## config.mk

```make
export PLATFORM = sky130hd
export DESIGN_NAME = sistema_ula_param
export DESIGN_NICKNAME = d
export VERILOG_FILES = /design/src/rtl/ula_pkg.sv /design/src/rtl/sistema_ula_param_if.sv /design/src/rtl/sistema_ula_param_muldiv.sv /design/src/rtl/sistema_ula_param.sv
export SDC_FILE = /design/constraint.sdc
export NUM_CORES = 1
export LEC_CHECK = 0
export ABC_CLOCK_PERIOD_IN_PS = 5950
export CORE_MARGIN = 3
export CORE_UTILIZATION = 40
export CTS_CLUSTER_DIAMETER = 150
export DETAILED_ROUTE_END_ITERATION = 10
export PLACE_DENSITY_LB_ADDON = 0.15
export SLEW_MARGIN = 30
export SYNTH_ARGS = -nofsm -noshare
export SYNTH_HDL_FRONTEND = slang
export SYNTH_SLANG_ARGS = --single-unit
```

## constraint.sdc

```tcl
create_clock -name clk -period 5.95 [get_ports clk]
set_input_delay 0.595 -clock clk [delete_from_list [all_inputs] [get_ports clk]]
set_output_delay 0.595 -clock clk [all_outputs]
set_load 0.01 [all_outputs]
```

## src/rtl/ula_pkg.sv

```systemverilog
// Shared encodings for the stepped ALU: FSM state numbering (shown on the
// step LEDs) and the 3-bit opcode map entered on the switches.
package ula_pkg;

  typedef enum logic [2:0] {
    S_IDLE  = 3'd0,
    S_LD_A  = 3'd1,
    S_LD_B  = 3'd2,
    S_LD_OP = 3'd3,
    S_ARM   = 3'd4,
    S_CALC  = 3'd5,
    S_SHOW  = 3'd6
  } state_e;

  typedef enum logic [2:0] {
    OP_ADD = 3'b000,
    OP_SUB = 3'b001,
    OP_MUL = 3'b010,
    OP_DIV = 3'b011,
    OP_AND = 3'b100,
    OP_OR  = 3'b101,
    OP_XOR = 3'b110,
    OP_MOD = 3'b111
  } opcode_e;

  // Opcodes served by the multi-cycle multiply/divide unit.
  function automatic logic is_iterative(opcode_e op);
    return (op == OP_MUL) || (op == OP_DIV) || (op == OP_MOD);
  endfunction

endpackage

```

## src/rtl/sistema_ula_param_if.sv

```systemverilog
// Start/done handshake between the control FSM and the iterative
// multiply/divide unit.
interface ula_md_if import ula_pkg::*; #(
  parameter int W = 3
) ();
  logic             start;
  opcode_e          op;
  logic [W-1:0]     a;
  logic [W-1:0]     b;
  logic             done;
  logic [2*W-1:0]   result;

  modport master (output start, op, a, b, input done, result);
  modport slave  (input start, op, a, b, output done, result);
endinterface

```

## src/rtl/sistema_ula_param_muldiv.sv

```systemverilog
// Iterative unsigned unit: W-step shift-add multiply or W-step restoring
// divide. done rises W edges after start and stays until the next edge.
module ula_seq_muldiv import ula_pkg::*; #(
  parameter int W = 3
) (
  input  logic     clk,
  input  logic     reset,
  ula_md_if.slave  md
);
  localparam int CW = $clog2(W + 1);

  logic           run_q, run_d;
  logic [CW-1:0]  cnt_q, cnt_d;
  logic           mul_q, mul_d;
  logic           mod_q, mod_d;
  logic [2*W-1:0] acc_q, acc_d;      // product accumulator
  logic [2*W-1:0] mcand_q, mcand_d;  // shifted multiplicand
  logic [W-1:0]   sh_q, sh_d;        // multiplier bits / dividend->quotient
  logic [W-1:0]   rem_q, rem_d;      // partial remainder
  logic [W-1:0]   dvs_q, dvs_d;      // divisor
  logic [W:0]     rem_sh;
  logic [W:0]     diff;

  // One iteration per clock: load on start, step while count is non-zero.
  always_comb begin
    // NOTE: every variable gets its hold value first so no path infers a latch.
    run_d   = run_q;
    cnt_d   = cnt_q;
    mul_d   = mul_q;
    mod_d   = mod_q;
    acc_d   = acc_q;
    mcand_d = mcand_q;
    sh_d    = sh_q;
    rem_d   = rem_q;
    dvs_d   = dvs_q;
    rem_sh  = {rem_q, sh_q[W-1]};
    diff    = rem_sh - {1'b0, dvs_q};
    if (md.start) begin
      run_d   = 1'b1;
      cnt_d   = CW'(W);
      mul_d   = (md.op == OP_MUL);
      mod_d   = (md.op == OP_MOD);
      acc_d   = '0;
      mcand_d = {{W{1'b0}}, md.a};
      sh_d    = (md.op == OP_MUL) ? md.b : md.a;
      rem_d   = '0;
      dvs_d   = md.b;
    end else if (run_q) begin
      if (cnt_q != '0) begin
        cnt_d = cnt_q - CW'(1);
        if (mul_q) begin
          if (sh_q[0]) acc_d = acc_q + mcand_q;
          mcand_d = mcand_q << 1;
          sh_d    = sh_q >> 1;
        end else if (rem_sh >= {1'b0, dvs_q}) begin
          rem_d = diff[W-1:0];
          sh_d  = {sh_q[W-2:0], 1'b1};
        end else begin
          rem_d = rem_sh[W-1:0];
          sh_d  = {sh_q[W-2:0], 1'b0};
        end
      end else begin
        run_d = 1'b0;
      end
    end
  end

  assign md.done   = run_q && (cnt_q == '0);
  assign md.result = mul_q ? acc_q : {{W{1'b0}}, (mod_q ? rem_q : sh_q)};

  // Datapath registers; a synchronous reset aborts any operation in flight.
  always_ff @(posedge clk) begin
    if (!reset) begin
      // NOTE: state registers use non-blocking assignment so all flops update together.
      run_q   <= 1'b0;
      cnt_q   <= '0;
      mul_q   <= 1'b0;
      mod_q   <= 1'b0;
      acc_q   <= '0;
      mcand_q <= '0;
      sh_q    <= '0;
      rem_q   <= '0;
      dvs_q   <= '0;
    end else begin
      run_q   <= run_d;
      cnt_q   <= cnt_d;
      mul_q   <= mul_d;
      mod_q   <= mod_d;
      acc_q   <= acc_d;
      mcand_q <= mcand_d;
      sh_q    <= sh_d;
      rem_q   <= rem_d;
      dvs_q   <= dvs_d;
    end
  end

endmodule

```

## src/rtl/sistema_ula_param.sv

```systemverilog
// Button-stepped ALU: press to walk IDLE -> load A -> load B -> load opcode
// -> arm -> calculate -> show. Results and flags are registered and held.
module sistema_ula_param import ula_pkg::*; #(
  parameter int W           = 3,
  parameter int SYNC_STAGES = 2
) (
  input  logic             clk,
  input  logic             reset,
  input  logic             push_button,
  input  logic [W-1:0]     switches,
  output logic [2*W-1:0]   FINAL_RESULT,
  output logic             FINAL_LED_ZERO,
  output logic             FINAL_LED_NEG,
  output logic             FINAL_LED_OVERFLOW,
  output logic             busy,
  output logic [2:0]       step
);

  logic [SYNC_STAGES-1:0] sync_q, sync_d;
  logic [SYNC_STAGES-1:0] fill_q, fill_d;   // marks real samples in sync_q
  logic                   armed_q, armed_d; // set once a genuine low is seen
  logic                   prev_q, prev_d;
  logic                   sync_hi;
  logic                   press;

  state_e         state_q, state_d;
  logic [W-1:0]   a_q, a_d;
  logic [W-1:0]   b_q, b_d;
  opcode_e        op_q, op_d;
  logic [2*W-1:0] result_q, result_d;
  logic           zero_q, zero_d;
  logic           neg_q, neg_d;
  logic           ovf_q, ovf_d;

  logic [2*W-1:0] a_ext, b_ext, calc_res;
  logic           calc_neg, calc_ovf, need_seq, start;

  ula_md_if #(.W(W)) md ();

  ula_seq_muldiv #(.W(W)) u_muldiv (
    .clk   (clk),
    .reset (reset),
    .md    (md)
  );

  assign md.start = start;
  assign md.op    = op_q;
  assign md.a     = a_q;
  assign md.b     = b_q;

  // Button synchroniser and rising-edge detector. A button already high
  // when reset releases is not a press: a real low must be seen first.
  always_comb begin
    sync_hi = sync_q[SYNC_STAGES-1];
    sync_d  = {sync_q[SYNC_STAGES-2:0], push_button};
    fill_d  = {fill_q[SYNC_STAGES-2:0], 1'b1};
    armed_d = armed_q | (fill_q[SYNC_STAGES-1] & ~sync_hi);
    prev_d  = sync_hi;
    press   = armed_q & sync_hi & ~prev_q;
  end

  assign a_ext    = {{W{1'b0}}, a_q};
  assign b_ext    = {{W{1'b0}}, b_q};
  assign need_seq = is_iterative(op_q) && (b_q != '0);

  // Single-cycle result; iterative opcodes take the muldiv result instead.
  always_comb begin
    calc_res = '0;
    calc_neg = 1'b0;
    calc_ovf = 1'b0;
    case (op_q)
      OP_ADD: calc_res = a_ext + b_ext;
      OP_SUB: begin
        calc_res = a_ext - b_ext;
        calc_neg = (a_q < b_q);
      end
      OP_AND: calc_res = a_ext & b_ext;
      OP_OR:  calc_res = a_ext | b_ext;
      OP_XOR: calc_res = a_ext ^ b_ext;
      default: begin
        if (b_q == '0) begin
          calc_res = '0;
          calc_ovf = (op_q != OP_MUL);
        end else begin
          calc_res = md.result;
        end
      end
    endcase
  end

  // Next-state and register-load logic of the stepping FSM.
  always_comb begin
    state_d  = state_q;
    a_d      = a_q;
    b_d      = b_q;
    op_d     = op_q;
    result_d = result_q;
    zero_d   = zero_q;
    neg_d    = neg_q;
    ovf_d    = ovf_q;
    start    = 1'b0;
    case (state_q)
      S_IDLE: if (press) begin
        a_d      = '0;
        b_d      = '0;
        op_d     = OP_ADD;
        result_d = '0;
        zero_d   = 1'b0;
        neg_d    = 1'b0;
        ovf_d    = 1'b0;
        state_d  = S_LD_A;
      end
      S_LD_A: if (press) begin
        a_d     = switches;
        state_d = S_LD_B;
      end
      S_LD_B: if (press) begin
        b_d     = switches;
        state_d = S_LD_OP;
      end
      S_LD_OP: if (press) begin
        op_d    = opcode_e'(switches[2:0]);
        state_d = S_ARM;
      end
      S_ARM: if (press) begin
        start   = need_seq;
        state_d = S_CALC;
      end
      S_CALC: if (!need_seq || md.done) begin
        result_d = calc_res;
        zero_d   = (calc_res == '0);
        neg_d    = calc_neg;
        ovf_d    = calc_ovf;
        state_d  = S_SHOW;
      end
      S_SHOW: if (press) state_d = S_IDLE;
      default: state_d = S_IDLE;
    endcase
  end

  // State, operand and output registers with synchronous active-low reset.
  always_ff @(posedge clk) begin
    if (!reset) begin
      sync_q   <= '0;
      fill_q   <= '0;
      armed_q  <= 1'b0;
      prev_q   <= 1'b0;
      state_q  <= S_IDLE;
      a_q      <= '0;
      b_q      <= '0;
      op_q     <= OP_ADD;
      result_q <= '0;
      zero_q   <= 1'b0;
      neg_q    <= 1'b0;
      ovf_q    <= 1'b0;
    end else begin
      sync_q   <= sync_d;
      fill_q   <= fill_d;
      armed_q  <= armed_d;
      prev_q   <= prev_d;
      state_q  <= state_d;
      a_q      <= a_d;
      b_q      <= b_d;
      op_q     <= op_d;
      result_q <= result_d;
      zero_q   <= zero_d;
      neg_q    <= neg_d;
      ovf_q    <= ovf_d;
    end
  end

  assign FINAL_RESULT       = result_q;
  assign FINAL_LED_ZERO     = zero_q;
  assign FINAL_LED_NEG      = neg_q;
  assign FINAL_LED_OVERFLOW = ovf_q;
  assign busy               = (state_q == S_CALC);
  assign step               = state_q;

endmodule

```

# Word-level counts from Yosys, hierarchy flattened
# Cells that the tools add are included.
dict set report totals {
  register_bits 53
  inputBits 6
  out_inout_bits 13
  elab_cells 143
}
dict set report classes {
  n_addsub 5
  n_lt_le_gt_ge 2
  n_eq_ne 21
  muxes 49
  bitwise 11
  n_reduce_logical 32
}
# operator n
set op_table {}
lappend op_table {{two-way mux 3 bit} 19}
lappend op_table {{one-hot mux 6 bit (5 select lines)} 1}
lappend op_table {{two-way mux 6 bit} 4}
lappend op_table {{equality test 3 bit (second input constant)} 7}
lappend op_table {{one-hot mux 3 bit (7 select lines)} 1}
lappend op_table {{AND reduction 3 bit} 7}
lappend op_table {{one-hot mux 3 bit (2 select lines)} 3}
lappend op_table {{nonzero test 2 bit} 8}
lappend op_table {{two-way mux 1 bit} 14}
lappend op_table {{equality test 3 x 2 -> 1 bit (second input constant)} 4}
lappend op_table {{inequality test 2 bit (second input constant)} 6}
lappend op_table {{one-hot mux 6 bit (2 select lines)} 1}
lappend op_table {{zero test 3 bit} 3}
lappend op_table {{AND reduction 7 bit} 1}
lappend op_table {{adder 6 bit} 1}
lappend op_table {{equality test 3 x 1 -> 1 bit (second input constant)} 2}
lappend op_table {{zero test 6 bit} 1}
lappend op_table {{two-way mux 2 bit} 3}
lappend op_table {{one-hot mux 1 bit (2 select lines)} 3}
lappend op_table {{OR reduction 5 bit} 1}
lappend op_table {{adder 3 x 3 -> 4 bit} 1}
lappend op_table {{>= comparator 4 x 3 -> 1 bit} 1}
lappend op_table {{inverter 1 bit} 4}
lappend op_table {{AND reduction 4 bit} 1}
lappend op_table {{other kinds (18)} 23}

# Depth between registers and ports, before layout
dict set report depth {
  ltp_word 8
  mapped_depth 10
  depth_no_buf 10
}

# By module
# Synthesis repeated with hierarchy kept, for this count alone.
dict set report unflattened {
  hier_cells 353
  hier_area_um2 3125.5
}
# mod n_inst cells_per_inst area_each_um2
set by_module_without_submodules {}
lappend by_module_without_submodules {sistema_ula_param 1 179 1590.3}
lappend by_module_without_submodules {ula_seq_muldiv 1 174 1535.2}

# Worst setup path after synthesis
# Ideal clock, no wire load.
dict set report synth_timing {
  path_kind {reg-to-reg}
  start {register b_q[0]}
  end {register zero_q, in the netlist FINAL_LED_ZERO}
  arrival_time_ns 2.147
  path_slack_ns 3.744
  stages_incl_launch_ff 10
  n_path_buf 0
  period_less_slack_ns 2.206
  path_cell_list {dfxtp_1 ha_1 inv_1 fa_1 fa_1 and2_1 a22oi_1 o211ai_1 a211oi_1 a22o_1}
}
dict set report synth_via {
  elab_chain_len 6
}
# item line
set synth_lines {}
lappend synth_lines {{start, declared} sistema_ula_param.sv:28} ;# logic [W-1:0] b_q, b_d;
lappend synth_lines {{start signal, assigned} sistema_ula_param.sv:150} ;# b_q <= '0;
lappend synth_lines {{start signal, assigned} sistema_ula_param.sv:163} ;# b_q <= b_d;
lappend synth_lines {{parallel branches: the longest is 6 deep, another holds subtractor 3 x 3 -> 4 bit} n/a}
lappend synth_lines {{end signal, assigned} sistema_ula_param.sv:166} ;# zero_q <= zero_d;
lappend synth_lines {{end, declared} sistema_ula_param.sv:31} ;# logic zero_q, zero_d;
# Parallel ways; which one is timed is not known. The select of a mux whose other input is x is not followed.
# A chain may end at the register's enable or synchronous reset.

==> results by stage <==
Logic synthesis:
- The register area share after synthesis is 0.350.
- The count of mapped cells out of synthesis is around 360.
- The count of warnings emitted by yosys is 0.
- By count the netlist is led by dfxtp_1 (53), nand2_1 (50), a21oi_1 (34).
- The most used flip-flop cell after synthesis is dfxtp_1.
- Synthesis instantiated 52 different standard cells from the library.
- The biggest area contributor in the post-synthesis netlist is dfxtp_1.
- The register bit total from synthesis is between 50 and 60.
- The net count after synthesis is 392.
- The share of synthesized area in the top cell type comes to 0.350.
- The combined area of all synthesized cells is approximately 0.0030 mm^2.
- The most frequent cell after synthesis is dfxtp_1.
- After synthesis, the cell types taking the most area are dfxtp_1 (35%), ha_1 (7.4%), nand2_1 (6.2%).
- The mean cell area of the mapped netlist is between 8 and 9 um^2.
- Counting flops with a built-in enable in the synthesized netlist gives 0.
- For this run, asynchronously set or reset flops after synthesis account for 0.

Global routing:
- Across every metal layer, demand over resource in global routing totals 0.163.
- The first global-routing pass estimated 11,400 um of wire.
- The overflow left after global routing is 0.
- The initial antenna violation count is 0.
- Entering global routing, the biggest net connects 27 pins.
- The number of global-route vias before repair is 2,389.

STA:
- The minimum clock period after layout is about 2.6 ns.
- Setup violations remaining at the end of the flow were counted as 0.
- The upper clock frequency limit is around 380 MHz.
- The actual slew at the worst max-slew pin is slightly below 0.8 ns.
- Between clock sinks in the finished design, the worst skew comes to 0.00448 ns.
- Of the available clock period, the critical path in the final layout requires 0.443.
- The count of final hold-check violations is 0.
- In this run the tightest slew margin relative to its limit is 0.470.
- Setup total negative slack on the finished layout was measured at 0 ns.
- Setup repair after global routing left no endpoint under its margin.
- The number of max-slew violations in the final report is 0.

Worst setup path:
- The largest single stage delay on the critical path is between 0.7 and 0.8 ns.
- Data arrives at the worst endpoint at a little under 3 ns.
- In this run the worst path has a maximum fanout of 26.
- The signal on the critical path passes through clkdlybuf4s50_1 -> clkinv_1 -> a211oi_2 -> a22o_1.
- On the critical path, the stage with the largest delay is an instance of a211oi_2.
- The kind of capture point of the worst setup path is a register.
- The sort of element at the start of the critical path is an input port.
- The type of the worst setup path is in -> reg.
- The data required time at the worst endpoint is 6.21 ns.

Layout:
- Of the cells placed in the final design, the portion with a size suffix greater than 1 is 0.0568.
- The layout overhead on the synthesized area is 10.1%.
- The number of antenna diodes in the final layout is 0.
- Fill cells in the final layout number around 760.
- The net count of the finished layout is about 400.

Die:
- The cell row count is 31.
- The die width is between 90 and 100 um.
- The vertical die dimension is ~93 um.
- The core region is 0.00729 mm^2.
- Pin placement for this block handled 19 I/O pins.
- The die footprint is roughly 0.0087 mm^2.
- The initial cell density of the core is 0.416.

Pwr:
- The part of the total power dissipated in sequential elements is 0.573.
- In this run the power spent charging and discharging nets is roughly 0.14 mW.
- The reported leakage power is between 1 and 1.5 nW.
- Power spread over the standard cell area amounts to approximately 190 mW/mm^2.
- Internal power comes to around 0.49 mW.
- The share of power burned in the clock network is 0.404.
- The power after layout is roughly 0.62 mW.
- The share of power burned in combinational logic is 0.023.
- VDD sags by at most between 100 and 150 uV.
- Of the total power, the share spent switching nets is 0.219.

Clock network:
- TritonCTS built the clock tree.
- Clock-pin slew was measured on the worst setup and hold paths at roughly 0.10 ns.
- The clock latency at the later pin of the worst-skew pair is between 0.3 and 0.4 ns.
- The maximum count of clock buffers along a single path is 2.
- Gates resized during post-CTS repair numbered 0.
- Clock tree synthesis found a total of between 50 and 60 sinks.
- The root buffer selected by CTS is clkbuf_8.
- After clock tree synthesis, the flow added hold-fix buffers numbering 0.
- TritonCTS created 5 clock buffers.
- The number of levels in the clock H-tree is 2.
- The number of setup buffers added after CTS is 0.

Routing:
- The remaining routing DRC violations is 0.
- The number of iterations in the first detailed-routing pass is 4.
- The final layout contains routed wiring with a total length of ~6700 um.
- The final route contains roughly 2,500 vias.
- The iteration-0 DRC count of the detailed router is 97.
- The detail-routed via count per cell is approximately 5.3.
- Once detail routing completed, the nets flagged for antenna violations numbered 0.
- The average wire per cell in the routed design is 14.3 um.

Placement:
- Summed over all nets, the half-perimeter wirelength after detailed placement is a little under 5000 um.
- At the end of routability-driven placement, the weighted congestion stood at between 0.8 and 0.9.
- Buffers placed on the I/O ports in this run total 18.

Run:
- Max-cap violations in this run came to 0.

Worst hold path:
- The type of the tightest min-delay check is reg -> reg.

Status:
- The flow ran to the end, and the final reports show no timing, DRC or antenna violations.
[sequential cells by signal, indices dropped and copies added (netlist names), 3 cells and up]
name and cells:
u_muldiv.dvs_q 3, u_muldiv.rem_q 3, FINAL_RESULT 6, u_muldiv.sh_q 3, a_q 3, step 3
md.op 3, u_muldiv.acc_q 6, u_muldiv.mcand_q 6, b_q 3
[final timing paths]
check                 start              to  slack [ns]  cells past startpoint
setup / recovery      reset  FINAL_LED_ZERO        3.31                      4
hold / removal    fill_q[0]       fill_q[1]        0.45                      1
setup reg to reg     b_q[0]  FINAL_LED_ZERO        3.52                      9
hold reg to reg   fill_q[0]       fill_q[1]        0.45                      1
[power by group through the flow]
stage	clock network, mW	registers [mW]	logic (mW)
detailed placement	0	0.366	0.0144
global route	0.274	0.358	0.0160
finish	0.253	0.358	0.0142
CTS	0.262	0.358	0.0145
global placement	0	0.366	0.0143
floorplan	0	0.366	0.00847
[through the flow]
step            util  std cells  instance area, um^2  worst slack [ns]  hold slack (ns)
5_1_grt        0.458        469                 3340              3.02            0.469
6_report       0.458        469                 3340              3.31            0.445
3_3_place_gp   0.443        461                 3230              3.02            0.423
2_1_floorplan      -        363                 3040              3.74            0.412
3_5_place_dp   0.443        461                 3230              2.96            0.424
4_1_cts        0.458        469                 3340              3.29            0.450
[cell families after synthesis]
family / synth area share
xor+xnor: 0.0173
compound gates: 0.211
mux: 0.0309
fa+ha+maj: 0.107
flops: 0.350
buf+inv: 0.0664
simple gates: 0.217
[critical path, delay by kind of cell]
| kind | cells | cell delay (ns) |
|---|---|---|
| buffers and inverters | 2 | 1.29 |
| AOI/OAI and AO/OA | 2 | 1.00 |
[per-layer routing]
metal | vias up | track usage | share of wire
li1 | 1283 | - | -
met1 | 1149 | 0.221 | 0.49
met2 | 41 | 0.269 | 0.47
met3 | 9 | 0.0274 | 0.030
met4 | 0 | 0.0391 | 0.011
met5 | - | 0 | 0
[cells in the final DEF (no fill, tap or decap), drive strengths merged, types with 4 or more instances in the layout]
cell type	netlist	routed
o211ai	9	9
and2	5	5
nor3	4	4
inv	23	23
nand3	14	14
a21oi	34	34
dfxtp	53	53
clkbuf	8	5
a211oi	9	9
nor3b	4	4
nand3b	4	4
ha	18	18
a22oi	4	4
xnor2	6	6
nor2b	7	7
o21ai	18	18
and3	6	6
mux2i	6	6
fa	5	5
a31oi	4	4
nand2	50	50
clkdlybuf4s50	0	18
nor2	22	22
nand2b	5	5
[layout make-up]
class                      count  area (um^2)  share of cell area
multi-input combinational    267         1770               0.530
tap                           99          124              0.0371
timing repair buffer          18          180              0.0539
inverter                      24         90.1              0.0269
clock buffer                   5         68.8              0.0206
clock inverter                 3         46.3              0.0138
sequential                    53         1060               0.317
No activity file was read; power rests on OpenSTA's default activity.
